**src/rtl/cbp_pipelined_adder_if.sv**
```systemverilog
// ---------------------------------------------------------------------------
// cbp_pipelined_adder_if
//   Operand / result handshake bundle for cbp_pipelined_adder.
//
//   Input side : in_valid, in_ready, in_a, in_b, in_sub, in_cin
//   Output side: out_valid, out_ready, out_sum, out_cout, out_ovf
//
//   Modports:
//     master - the environment: drives operands, consumes results
//     slave  - the adder itself
// ---------------------------------------------------------------------------
interface cbp_pipelined_adder_if #(
  parameter int WIDTH = 32
);
  logic             in_valid;
  logic             in_ready;
  logic [WIDTH-1:0] in_a;
  logic [WIDTH-1:0] in_b;
  logic             in_sub;
  logic             in_cin;
  logic             out_valid;
  logic             out_ready;
  logic [WIDTH-1:0] out_sum;
  logic             out_cout;
  logic             out_ovf;

  modport master (
    output in_valid, in_a, in_b, in_sub, in_cin, out_ready,
    input  in_ready, out_valid, out_sum, out_cout, out_ovf
  );

  modport slave (
    input  in_valid, in_a, in_b, in_sub, in_cin, out_ready,
    output in_ready, out_valid, out_sum, out_cout, out_ovf
  );
endinterface

```
**src/rtl/cbp_pipelined_adder.sv**
```systemverilog
// ---------------------------------------------------------------------------
// cbp_pipelined_adder
//   Pipelined carry-bypass adder/subtractor with valid/ready back-pressure.
//   The operand width is cut into PIPE_STAGES equal slices; stage k adds
//   slice k (a chain of BLOCK_BITS-wide carry-bypass groups) and registers
//   the result together with the slice carry-out, which feeds stage k+1.
//   Latency is PIPE_STAGES accepted-transaction cycles.
//
//   Ports:
//     clk   - rising-edge clock
//     rst_n - asynchronous active-low reset
//     bus   - cbp_pipelined_adder_if.slave (operand and result handshakes)
//
//   Parameters:
//     WIDTH       - operand/result width, = PIPE_STAGES * SLICE
//     BLOCK_BITS  - bits per carry-bypass group; must divide SLICE
//     PIPE_STAGES - register stages (= latency)
//
//   Optional build macro:
//     CBP_SATURATE_EN - clamp out_sum to the signed limit when out_ovf = 1
// ---------------------------------------------------------------------------
module cbp_pipelined_adder #(
  parameter int WIDTH       = 32,
  parameter int BLOCK_BITS  = 4,
  parameter int PIPE_STAGES = 4
) (
  input  logic                   clk,
  input  logic                   rst_n,
  cbp_pipelined_adder_if.slave   bus
);

  localparam int SLICE  = WIDTH / PIPE_STAGES;
  localparam int GROUPS = SLICE / BLOCK_BITS;

  // Per-stage pipeline state. Full operands travel down the pipe: the upper
  // slices are still to be added, and the MSBs are needed for overflow.
  typedef struct packed {
    logic             valid;
    logic             carry;   // carry out of the highest slice added so far
    logic [WIDTH-1:0] a;
    logic [WIDTH-1:0] b;       // already inverted for subtraction
    logic [WIDTH-1:0] sum;     // valid up to and including this stage's slice
  } stage_t;

  // One slice: ripple inside each group, bypass mux on the group carry-out.
  // When every bit of a group propagates, the incoming carry skips the
  // ripple chain; the ripple result would be identical, only slower.
  function automatic logic [SLICE:0] bypass_add(
    input logic [SLICE-1:0] a,
    input logic [SLICE-1:0] b,
    input logic             cin
  );
    logic [SLICE-1:0] s;
    logic             group_cin;
    logic             c;
    logic             p;
    logic             p_all;
    s         = '0;
    group_cin = cin;
    for (int g = 0; g < GROUPS; g++) begin
      c     = group_cin;
      p_all = 1'b1;
      for (int i = 0; i < BLOCK_BITS; i++) begin
        p = a[g*BLOCK_BITS+i] ^ b[g*BLOCK_BITS+i];
        s[g*BLOCK_BITS+i] = p ^ c;
        c     = (a[g*BLOCK_BITS+i] & b[g*BLOCK_BITS+i]) | (p & c);
        p_all = p_all & p;
      end
      group_cin = p_all ? group_cin : c;
    end
    return {group_cin, s};
  endfunction

  stage_t           stage_q   [PIPE_STAGES];
  stage_t           stage_d   [PIPE_STAGES];
  stage_t           feed      [PIPE_STAGES];
  logic [SLICE:0]   slice_res [PIPE_STAGES];
  logic             adv;
  stage_t           last;
  logic             ovf;

  // The whole pipe moves together or not at all; bubbles are kept.
  assign adv          = ~last.valid | bus.out_ready;
  assign bus.in_ready = adv;

  // NOTE: every variable assigned in an always_comb gets a value on every
  // path (here by full assignment before any partial update), so no latch
  // is inferred.
  always_comb begin
    feed[0].valid = bus.in_valid;
    feed[0].carry = bus.in_sub | bus.in_cin;
    feed[0].a     = bus.in_a;
    feed[0].b     = bus.in_sub ? ~bus.in_b : bus.in_b;
    feed[0].sum   = '0;
    for (int k = 1; k < PIPE_STAGES; k++) begin
      feed[k] = stage_q[k-1];
    end
    for (int k = 0; k < PIPE_STAGES; k++) begin
      slice_res[k] = bypass_add(feed[k].a[k*SLICE +: SLICE],
                                feed[k].b[k*SLICE +: SLICE],
                                feed[k].carry);
      stage_d[k]                     = feed[k];
      stage_d[k].sum[k*SLICE +: SLICE] = slice_res[k][SLICE-1:0];
      stage_d[k].carry               = slice_res[k][SLICE];
    end
  end

  // NOTE: sequential state uses non-blocking assignments so every stage
  // samples its predecessor's pre-edge value. The datapath is reset too,
  // not just the valid bits, because the result must read zero out of reset.
  always_ff @(posedge clk or negedge rst_n) begin
    if (!rst_n) begin
      for (int k = 0; k < PIPE_STAGES; k++) begin
        stage_q[k] <= '0;
      end
    end else if (adv) begin
      for (int k = 0; k < PIPE_STAGES; k++) begin
        stage_q[k] <= stage_d[k];
      end
    end
  end

  assign last = stage_q[PIPE_STAGES-1];

  // Same-sign operands with a result of the other sign.
  assign ovf = (last.a[WIDTH-1] == last.b[WIDTH-1]) &
               (last.sum[WIDTH-1] != last.a[WIDTH-1]);

  assign bus.out_valid = last.valid;
  assign bus.out_cout  = last.carry;
  assign bus.out_ovf   = ovf;

`ifdef CBP_SATURATE_EN
  // On overflow the operand sign tells the direction: positive operands
  // overflowed upward, negative ones downward.
  always_comb begin
    bus.out_sum = last.sum;
    if (ovf) begin
      bus.out_sum = last.a[WIDTH-1] ? {1'b1, {(WIDTH-1){1'b0}}}
                                    : {1'b0, {(WIDTH-1){1'b1}}};
    end
  end
`else
  assign bus.out_sum = last.sum;
`endif

endmodule

```
**src/flat_wrapper.sv**
```systemverilog
// flat-port wrapper written by rule: the top's interface ports become plain ports
module cbp_pipelined_adder_flat 
#(
  parameter int WIDTH       = 32,
  parameter int BLOCK_BITS  = 4,
  parameter int PIPE_STAGES = 4
)
  (clk, rst_n, bus_in_valid, bus_in_a, bus_in_b, bus_in_sub, bus_in_cin, bus_out_ready, bus_in_ready, bus_out_valid, bus_out_sum, bus_out_cout, bus_out_ovf);
  cbp_pipelined_adder_if #(.WIDTH(WIDTH)) bus_i ();
  input  logic clk;
  input  logic rst_n;
  input wire logic [$bits(bus_i.in_valid)-1:0] bus_in_valid;
  input wire logic [$bits(bus_i.in_a)-1:0] bus_in_a;
  input wire logic [$bits(bus_i.in_b)-1:0] bus_in_b;
  input wire logic [$bits(bus_i.in_sub)-1:0] bus_in_sub;
  input wire logic [$bits(bus_i.in_cin)-1:0] bus_in_cin;
  input wire logic [$bits(bus_i.out_ready)-1:0] bus_out_ready;
  output wire logic [$bits(bus_i.in_ready)-1:0] bus_in_ready;
  output wire logic [$bits(bus_i.out_valid)-1:0] bus_out_valid;
  output wire logic [$bits(bus_i.out_sum)-1:0] bus_out_sum;
  output wire logic [$bits(bus_i.out_cout)-1:0] bus_out_cout;
  output wire logic [$bits(bus_i.out_ovf)-1:0] bus_out_ovf;
  assign bus_i.in_valid = bus_in_valid;
  assign bus_i.in_a = bus_in_a;
  assign bus_i.in_b = bus_in_b;
  assign bus_i.in_sub = bus_in_sub;
  assign bus_i.in_cin = bus_in_cin;
  assign bus_i.out_ready = bus_out_ready;
  assign bus_in_ready = bus_i.in_ready;
  assign bus_out_valid = bus_i.out_valid;
  assign bus_out_sum = bus_i.out_sum;
  assign bus_out_cout = bus_i.out_cout;
  assign bus_out_ovf = bus_i.out_ovf;
  cbp_pipelined_adder #(.WIDTH(WIDTH), .BLOCK_BITS(BLOCK_BITS), .PIPE_STAGES(PIPE_STAGES)) u_core (.clk(clk), .rst_n(rst_n), .bus(bus_i));
endmodule
```
**config.mk**
```make
export PLATFORM = sky130hd
export DESIGN_NAME = cbp_pipelined_adder_flat
export DESIGN_NICKNAME = d
export VERILOG_FILES = /design/src/rtl/cbp_pipelined_adder_if.sv /design/src/rtl/cbp_pipelined_adder.sv /design/src/flat_wrapper.sv
export SDC_FILE = /design/constraint.sdc
export NUM_CORES = 1
export LEC_CHECK = 0
export ABC_AREA = 1
export BUFFER_PORTS_ARGS = -buffer_cell sky130_fd_sc_hd__buf_2
export CAP_MARGIN = 25
export CORE_MARGIN = 8
export CORE_UTILIZATION = 60
export CTS_BUF_LIST = sky130_fd_sc_hd__clkbuf_4 sky130_fd_sc_hd__clkbuf_8
export DETAILED_ROUTE_END_ITERATION = 7
export MAX_ROUTING_LAYER = met4
export PLACE_DENSITY = 0.82
export SLEW_MARGIN = 20
export SYNTH_ARGS = -nofsm -noshare
export SYNTH_HDL_FRONTEND = slang
export SYNTH_SLANG_ARGS = --single-unit
```
**constraint.sdc**
```tcl
create_clock -name clk -period 5.5 [get_ports clk]
set_input_delay 1.1 -clock clk [delete_from_list [all_inputs] [get_ports clk]]
set_output_delay 1.1 -clock clk [all_outputs]
set_load 0.05 [all_outputs]
```
==> results of run 1 <==
-- routing by layer --
| layer | vias up | GRT usage, % | part of all wire, % |
|---|---|---|---|
| li1 | 2906 | - | - |
| met1 | 2717 | 27.7 | 51 |
| met2 | 129 | 25.3 | 43 |
| met3 | 17 | 3.49 | 4.1 |
| met4 | 0 | 6.34 | 1.4 |
| met5 | - | - | 0 |
-- Yosys cell counts --
master	instances	area share, %
sky130_fd_sc_hd__ha_1	32	4.6
sky130_fd_sc_hd__xor2_1	1	0.10
sky130_fd_sc_hd__nand3_1	4	0.23
sky130_fd_sc_hd__or2_2	1	0.071
sky130_fd_sc_hd__and2_1	1	0.071
sky130_fd_sc_hd__dfrtp_1	186	53
sky130_fd_sc_hd__buf_6	1	0.13
sky130_fd_sc_hd__o21bai_1	1	0.086
sky130_fd_sc_hd__a21oi_1	1	0.057
sky130_fd_sc_hd__inv_2	1	0.043
sky130_fd_sc_hd__o21ai_1	51	2.9
sky130_fd_sc_hd__buf_2	30	1.7
sky130_fd_sc_hd__inv_1	84	3.6
sky130_fd_sc_hd__fa_1	32	7.3
sky130_fd_sc_hd__buf_4	37	3.2
sky130_fd_sc_hd__nor2_1	18	0.77
sky130_fd_sc_hd__nand2_1	328	14
sky130_fd_sc_hd__clkbuf_1	8	0.34
sky130_fd_sc_hd__nor2_4	1	0.13
sky130_fd_sc_hd__xnor2_1	31	3.1
sky130_fd_sc_hd__o21ai_0	78	4.5
-- how the worst max path moves through the flow --
stage | from | endpoint | slack (ns) | depth (start not counted)
final | bus_in_sub | u_core.feed[203] | 0.72 | 15
after global routing | bus_in_sub | u_core.feed[203] | 0.59 | 15
after CTS | bus_in_sub | u_core.feed[203] | 0.75 | 15
after detailed placement | bus_in_sub | u_core.feed[203] | 0.26 | 15
after global placement | bus_in_sub | u_core.feed[203] | 0.37 | 15
after floorplan | bus_in_sub | u_core.feed[203] | 0.29 | 16
-- stage by stage --
| stage | worst slack (ns) | util (%) | cells |
|---|---|---|---|
| floorplan | 0.291 | - | 927 |
| global placement | 0.368 | 63.2 | 1145 |
| detailed placement | 0.256 | 63.2 | 1145 |
| CTS | 0.748 | 66.2 | 1177 |
| global route | 0.590 | 66.2 | 1177 |
| finish | 0.721 | 66.2 | 1177 |
-- sequential cells by signal, summed over array words and instances (netlist names) --
name                  cells
u_core.bus.out_cout       1
u_core.bus.out_sum       32
u_core.bus.out_valid      1
u_core.feed             150
u_core.last               2
-- placed cells by master, fill, tap and decap left out, drive strengths merged --
cell type  count
nand3          4
fa            32
ha            32
nand2        328
inv           85
buf          109
or2            1
o21bai         1
clkbuf        27
xnor2         31
clkinvlp       2
and2           1
dfrtp        186
xor2           1
nor2          19
a21oi          1
bufinv         3
clkinv         1
o21ai        129
-- area by class of cell --
cell class	instances	area [um^2]
tap	184	230
clock buffer	26	327
clock inverter	6	110
sequential	186	4650
fill	1161	4870
inverter	85	322
timing repair buffer	110	584
multi-input combinational	580	3320
-- critical path, delay by kind of cell --
family / cells / cell delay, ns
xor+xnor: 1 / 0.17
fa+ha+maj: 8 / 3.15
compound gates: 2 / 0.23
buf+inv: 2 / 0.22
simple gates: 2 / 0.24
-- cells by family after synthesis --
| kind of cell | after synthesis | share of synthesized area [%] |
|---|---|---|
| AO/OA/AOI/OAI | 131 | 7.51 |
| XOR/XNOR | 32 | 3.20 |
| adder cells (fa/ha/maj) | 64 | 11.9 |
| buffers and inverters | 161 | 8.99 |
| flip-flops | 186 | 53.1 |
| AND/OR/NAND/NOR | 353 | 15.3 |
-- where the power goes --
group / internal, uW / switching (uW) / total [uW]
clock: 523 / 443 / 967
sequential: 1970 / 366 / 2340
combinational: 723 / 1540 / 2260
==> implementation parameters, run 1 <==
Parameter                              Value

Global routing
  Number of global-route vias before repair    5625
  Pin count of the biggest net entering global routing    223
  Global-route wire length before repair    27200 um
  Global Route Usage Sum    18.7%
  Overflow after GRT    0
  Initial antenna violation count    0

Power
  Peak ir drop on the vdd network    0.286 mV
  P per Cell Area    583 nW/um^2
  Total leakage power    0.00493 uW
  Total Power    5570 uW

Logic synthesis
  Post-synthesis area per instance    9.45 um^2
  Post-synthesis net count    1061
  Synthesized instance count    927
  Netlist cell types    21
  Yosys warning count    0
  Total of flip-flops plus latches after synthesis    186
  Sequential cell area fraction in the yosys report    53.1%
  Cell Area, Synth    8760 um^2

Floorplanning
  Rows    44
  Core Footprint    14400 um^2
  Die W    137 um
  Boundary pin count    106
  Die area    18700 um^2
  Die outline height    137 um
  Starting density of the core    60.8%

Place
  Placed cell areas    9110 um^2
  Final RePlAce weighted congestion    0.805
  Half-perimeter wire length of the detailed placement result    10900 um
  Count of port buffers added during placement    105

Clock network
  Sinks on the clock net    186
  Post CTS Setup Buffer Count    0
  Number of buffers added by the clock tree synthesis step    17
  Clock tree from TritonCTS    yes
  Quantity of gates resized following cts    0
  Clock edge transition at the registers on the reported setup and hold paths    0.08 ns
  H-Tree Level Count    4
  Max Buffers Root-to-Sink    2
  Source-to-sink clock delay at the later pin of the worst-skew pair    0.45 ns
  Count of hold-fix buffers inserted at cts    0
  Root Buffer Master    sky130_fd_sc_hd__clkbuf_8

Drt
  Number of DRC violations after detailed routing    0
  Average via count per standard cell    4.90
  Routed wire length    16000 um
  Overall via count from detail_route    5769
  Detail-routed net length per standard cell    13.6 um
  First-pass iteration count of the detailed router    5
  Antenna Nets Post-Route    0
  Starting DRT DRC Count    543

Worst setup path
  Startpoint-to-endpoint class of the critical path    in -> reg
  Data arrival, critical path    5.10 ns
  Element type at the critical path end    flip-flop
  CP max stage delay    0.42 ns
  Slowest stage cell on the critical path    sky130_fd_sc_hd__fa_1
  Launching element type of the critical path    input port
  Worst reg-to-reg setup slack    1.12 ns
  Number of cells traversed by the worst register-to-register path    14
  Maximum fanout count along the critical path    4
  CP required    5.82 ns
  Crit path cell chain    buf_2 > xnor2_1 > fa_1 > fa_1 > fa_1 > fa_1 > o21bai_1 > and2_1 > fa_1 > fa_1 > fa_1 > inv_1 > fa_1 > nand2_1 > o21ai_1
  RR Startpoint    u_core.feed[56]
  Critical Path Most Common Cell    sky130_fd_sc_hd__fa_1
  Crit Reg-Reg Endpoint    u_core.bus.out_sum[31]

Min path
  Hold Path Depth    2
  Path class of the lowest-slack min-delay path    reg -> reg
  Min-Delay Endpoint    u_core.feed[157]
  Critical hold path startpoint    u_core.feed[255]

Timing
  Share of the clock period used by the worst path    86.9%
  Min Clock Period, post-route    4.78 ns
  Transition time at the pin with the least slew margin    0.901 ns
  Final hold slack    0.468 ns
  Count of pins over their slew limit    0
  Remaining max-slew budget at the tightest pin    39.9%
  Final setup violation count    0
  Number of hold violations in the final report    0
  Peak Freq    209 MHz
  Final setup skew    0.00660 ns
  RSZ-0062 raised after global routing    no
  Fin Setup TNS    0 ns

Finish
  Post-route cell area    9550 um^2
  Growth of design area from synthesis to finish    8.95%
  Share of cells above drive strength 1    14.6%
  # nets final    1114
  Number of antenna diodes    0

Flow run
  Maxcap violations    0

Outcome
  Result of the run    completed
(Power assumes the default switching activity.)
==> run 2, diff against run 1 <==
--- a/config.mk
+++ b/config.mk
@@ -8,12 +8,14 @@
 export ABC_AREA = 1
 export BUFFER_PORTS_ARGS = -buffer_cell sky130_fd_sc_hd__buf_2
 export CAP_MARGIN = 25
+export CELL_PAD_IN_SITES_DETAIL_PLACEMENT = 1
+export CELL_PAD_IN_SITES_GLOBAL_PLACEMENT = 1
 export CORE_MARGIN = 8
-export CORE_UTILIZATION = 60
+export CORE_UTILIZATION = 47
 export CTS_BUF_LIST = sky130_fd_sc_hd__clkbuf_4 sky130_fd_sc_hd__clkbuf_8
 export DETAILED_ROUTE_END_ITERATION = 7
 export MAX_ROUTING_LAYER = met4
-export PLACE_DENSITY = 0.82
+export PLACE_DENSITY_LB_ADDON = 0.1
 export SLEW_MARGIN = 20
 export SYNTH_ARGS = -nofsm -noshare
 export SYNTH_HDL_FRONTEND = slang
==> run 2 against run 1 <==
Against the previous run:
- core utilization down 14 points
- power grew 1.7%
- critical path depth unchanged
- combinational power up 2%
- sequential power about the same
- worst setup slack better by 0.013 ns
- fmax up 0.28%
- critical endpoint unchanged
- largest power group unchanged
==> implementation parameters, run 2 (synthesized netlist as in run 1, its figures left out) <==
Parameter                              Value

Worst setup path
  CP required    5.81 ns (about the same)
  Element type at the critical path end    flip-flop
  Data arrival, critical path    5.08 ns (-0.02 ns)
  Startpoint-to-endpoint class of the critical path    in -> reg
  Launching element type of the critical path    input port
  Maximum fanout count along the critical path    4 (unchanged)

Floorplanning
  Die W    153 um (+11%)
  Die area    23300 um^2 (+24%)
  Die outline height    153 um (+11%)
  Starting density of the core    47.3% (-13 points)
  Boundary pin count    106 (unchanged)
  Core Footprint    18500 um^2 (+28%)
  Rows    50 (+14%)

Timing
  Number of hold violations in the final report    0 (unchanged)
  Remaining max-slew budget at the tightest pin    38.4% (-1.6 points)
  Share of the clock period used by the worst path    86.6% (-0.24 points)
  RSZ-0062 raised after global routing    no
  Fin Setup TNS    0 ns (unchanged)
  Final setup skew    0.0115 ns (+0.00486 ns)
  Count of pins over their slew limit    0 (unchanged)
  Min Clock Period, post-route    4.77 ns (-0.0135 ns)
  Transition time at the pin with the least slew margin    0.924 ns (+0.0233 ns)
  Final setup violation count    0 (unchanged)
  Peak Freq    210 MHz (+0.28%)
  Worst path setup slack after routing    0.734 ns (+0.0135 ns)

Place
  Placed Instances    1198 (+4.6%)
  Count of port buffers added during placement    105 (unchanged)
  Half-perimeter wire length of the detailed placement result    12600 um (+16%)
  Placement Setup Slack    0.262 ns (+0.00596 ns)
  Final RePlAce weighted congestion    0.762 (-5.4%)
  Placed cell areas    9210 um^2 (+1.0%)

Clock network
  Sinks on the clock net    186 (unchanged)
  Quantity of gates resized following cts    0 (unchanged)
  H-Tree Level Count    4 (unchanged)
  Root Buffer Master    sky130_fd_sc_hd__clkbuf_8
  Post CTS Setup Buffer Count    0 (unchanged)
  Source-to-sink clock delay at the later pin of the worst-skew pair    0.46 ns (about the same)
  Clock edge transition at the registers on the reported setup and hold paths    0.09 ns (about the same)
  Number of buffers added by the clock tree synthesis step    17 (unchanged)
  Clock tree from TritonCTS    yes
  Count of hold-fix buffers inserted at cts    0 (unchanged)
  Max Buffers Root-to-Sink    2 (unchanged)

Finish
  Growth of design area from synthesis to finish    10.1%
  Share of cells above drive strength 1    14.8% (+0.17 points)
  End-of-flow core utilization    52.1% (-14 points)
  Post-Layout Cell Count    1229 (+4.4%)
  # nets final    1117 (+0.27%)
  Most common cell after layout, fill and taps aside    sky130_fd_sc_hd__nand2_1
  Flip-flop count of the largest register, all copies and words added    150 (unchanged)
  Post-route cell area    9650 um^2 (+1.0%)
  Number of antenna diodes    0 (unchanged)
  Commonest non-fill, non-tap cells in the layout    sky130_fd_sc_hd__nand2_1 (328), sky130_fd_sc_hd__dfrtp_1 (186), sky130_fd_sc_hd__buf_2 (104)

Global routing
  Global-route wire length before repair    31500 um (+16%)
  Pin count of the biggest net entering global routing    116 (-48%)
  Overflow after GRT    0 (unchanged)
  Number of global-route vias before repair    6265 (+11%)
  Global Route Usage Sum    16.9% (-1.8 points)
  Initial antenna violation count    0 (unchanged)

Drt
  Routed wire length    18000 um (+13%)
  First-pass iteration count of the detailed router    4 (-1)
  Average via count per standard cell    4.76 (-2.8%)
  Starting DRT DRC Count    296 (-45%)
  Antenna Nets Post-Route    0 (unchanged)
  Detail-routed net length per standard cell    14.7 um (+8.2%)
  Number of DRC violations after detailed routing    0 (unchanged)
  Overall via count from detail_route    5854 (+1.5%)

Power
  P per Cell Area    587 nW/um^2 (+0.66%)
  Peak ir drop on the vdd network    0.293 mV (+2.4%)
  Total leakage power    0.00494 uW (+0.38%)

Flow run
  Maxcap violations    0 (unchanged)

Min path
  Path class of the lowest-slack min-delay path    reg -> reg

Outcome
  Result of the run    completed
-- run 2: changes by cell type in the layout (fill, tap and decap cells not counted), sizes merged --
cell,change
bufinv,+1
buf,+3
inv,+1
clkinv,+3
clkbuf,-6
-- run 2: layout make-up --
cell class / count / area [um^2]
Fill cell: 2184 / 8870
Tap cell: 234 / 293
Clock inverter: 11 / 168
Timing Repair Buffer: 113 / 614
Clock buffer: 20 / 275
Multi-Input combinational cell: 580 / 3320
Inverter: 85 / 322
Sequential cell: 186 / 4650
-- run 2: critical path, stage by stage --
cell	delay, ns
sky130_fd_sc_hd__buf_2	0.12
sky130_fd_sc_hd__xnor2_1	0.16
sky130_fd_sc_hd__fa_1	0.41
sky130_fd_sc_hd__fa_1	0.41
sky130_fd_sc_hd__fa_1	0.39
sky130_fd_sc_hd__fa_1	0.37
sky130_fd_sc_hd__o21bai_1	0.19
sky130_fd_sc_hd__and2_1	0.17
sky130_fd_sc_hd__fa_1	0.38
sky130_fd_sc_hd__fa_1	0.39
sky130_fd_sc_hd__fa_1	0.37
sky130_fd_sc_hd__inv_1	0.07
sky130_fd_sc_hd__fa_1	0.40
sky130_fd_sc_hd__nand2_1	0.08
sky130_fd_sc_hd__o21ai_1	0.07
-- run 2: through the flow --
step,hold WS (ns),power (uW)
detailed placement,0.458,4730
finish,0.476,5660
global placement,0.452,4610
global route,0.508,6190
CTS,0.481,5750
floorplan,0.440,4170
-- run 2: metal layers --
| layer | global-route usage, % | wire, um | vias up |
|---|---|---|---|
| li1 | - | - | 2901 |
| met1 | 24.8 | 9750 | 2840 |
| met2 | 23.3 | 7580 | 95 |
| met3 | 3.09 | 490 | 18 |
| met4 | 4.81 | 213 | 0 |
| met5 | - | 0 | - |
-- run 2: where the power goes --
part | leakage [uW] | switching [uW] | internal (uW) | total, uW
clock network | 0.000221 | 472 | 529 | 1000
registers | 0.00226 | 381 | 1970 | 2360
logic | 0.00246 | 1570 | 736 | 2310
-- run 2: worst paths after layout --
path	startpoint	end	slack, ns	depth (start not counted)
setup / recovery	bus_in_sub	u_core.feed[203]	0.73	15
hold / removal	u_core.feed[259]	u_core.feed[161]	0.48	2
setup reg to reg	u_core.feed[56]	u_core.bus.out_cout	1.05	18
hold reg to reg	u_core.feed[259]	u_core.feed[161]	0.48	2
max in group asynchronous	rst_n	u_core.feed[244]	3.66	2
min in group asynchronous	rst_n	u_core.bus.out_sum[7]	0.72	1
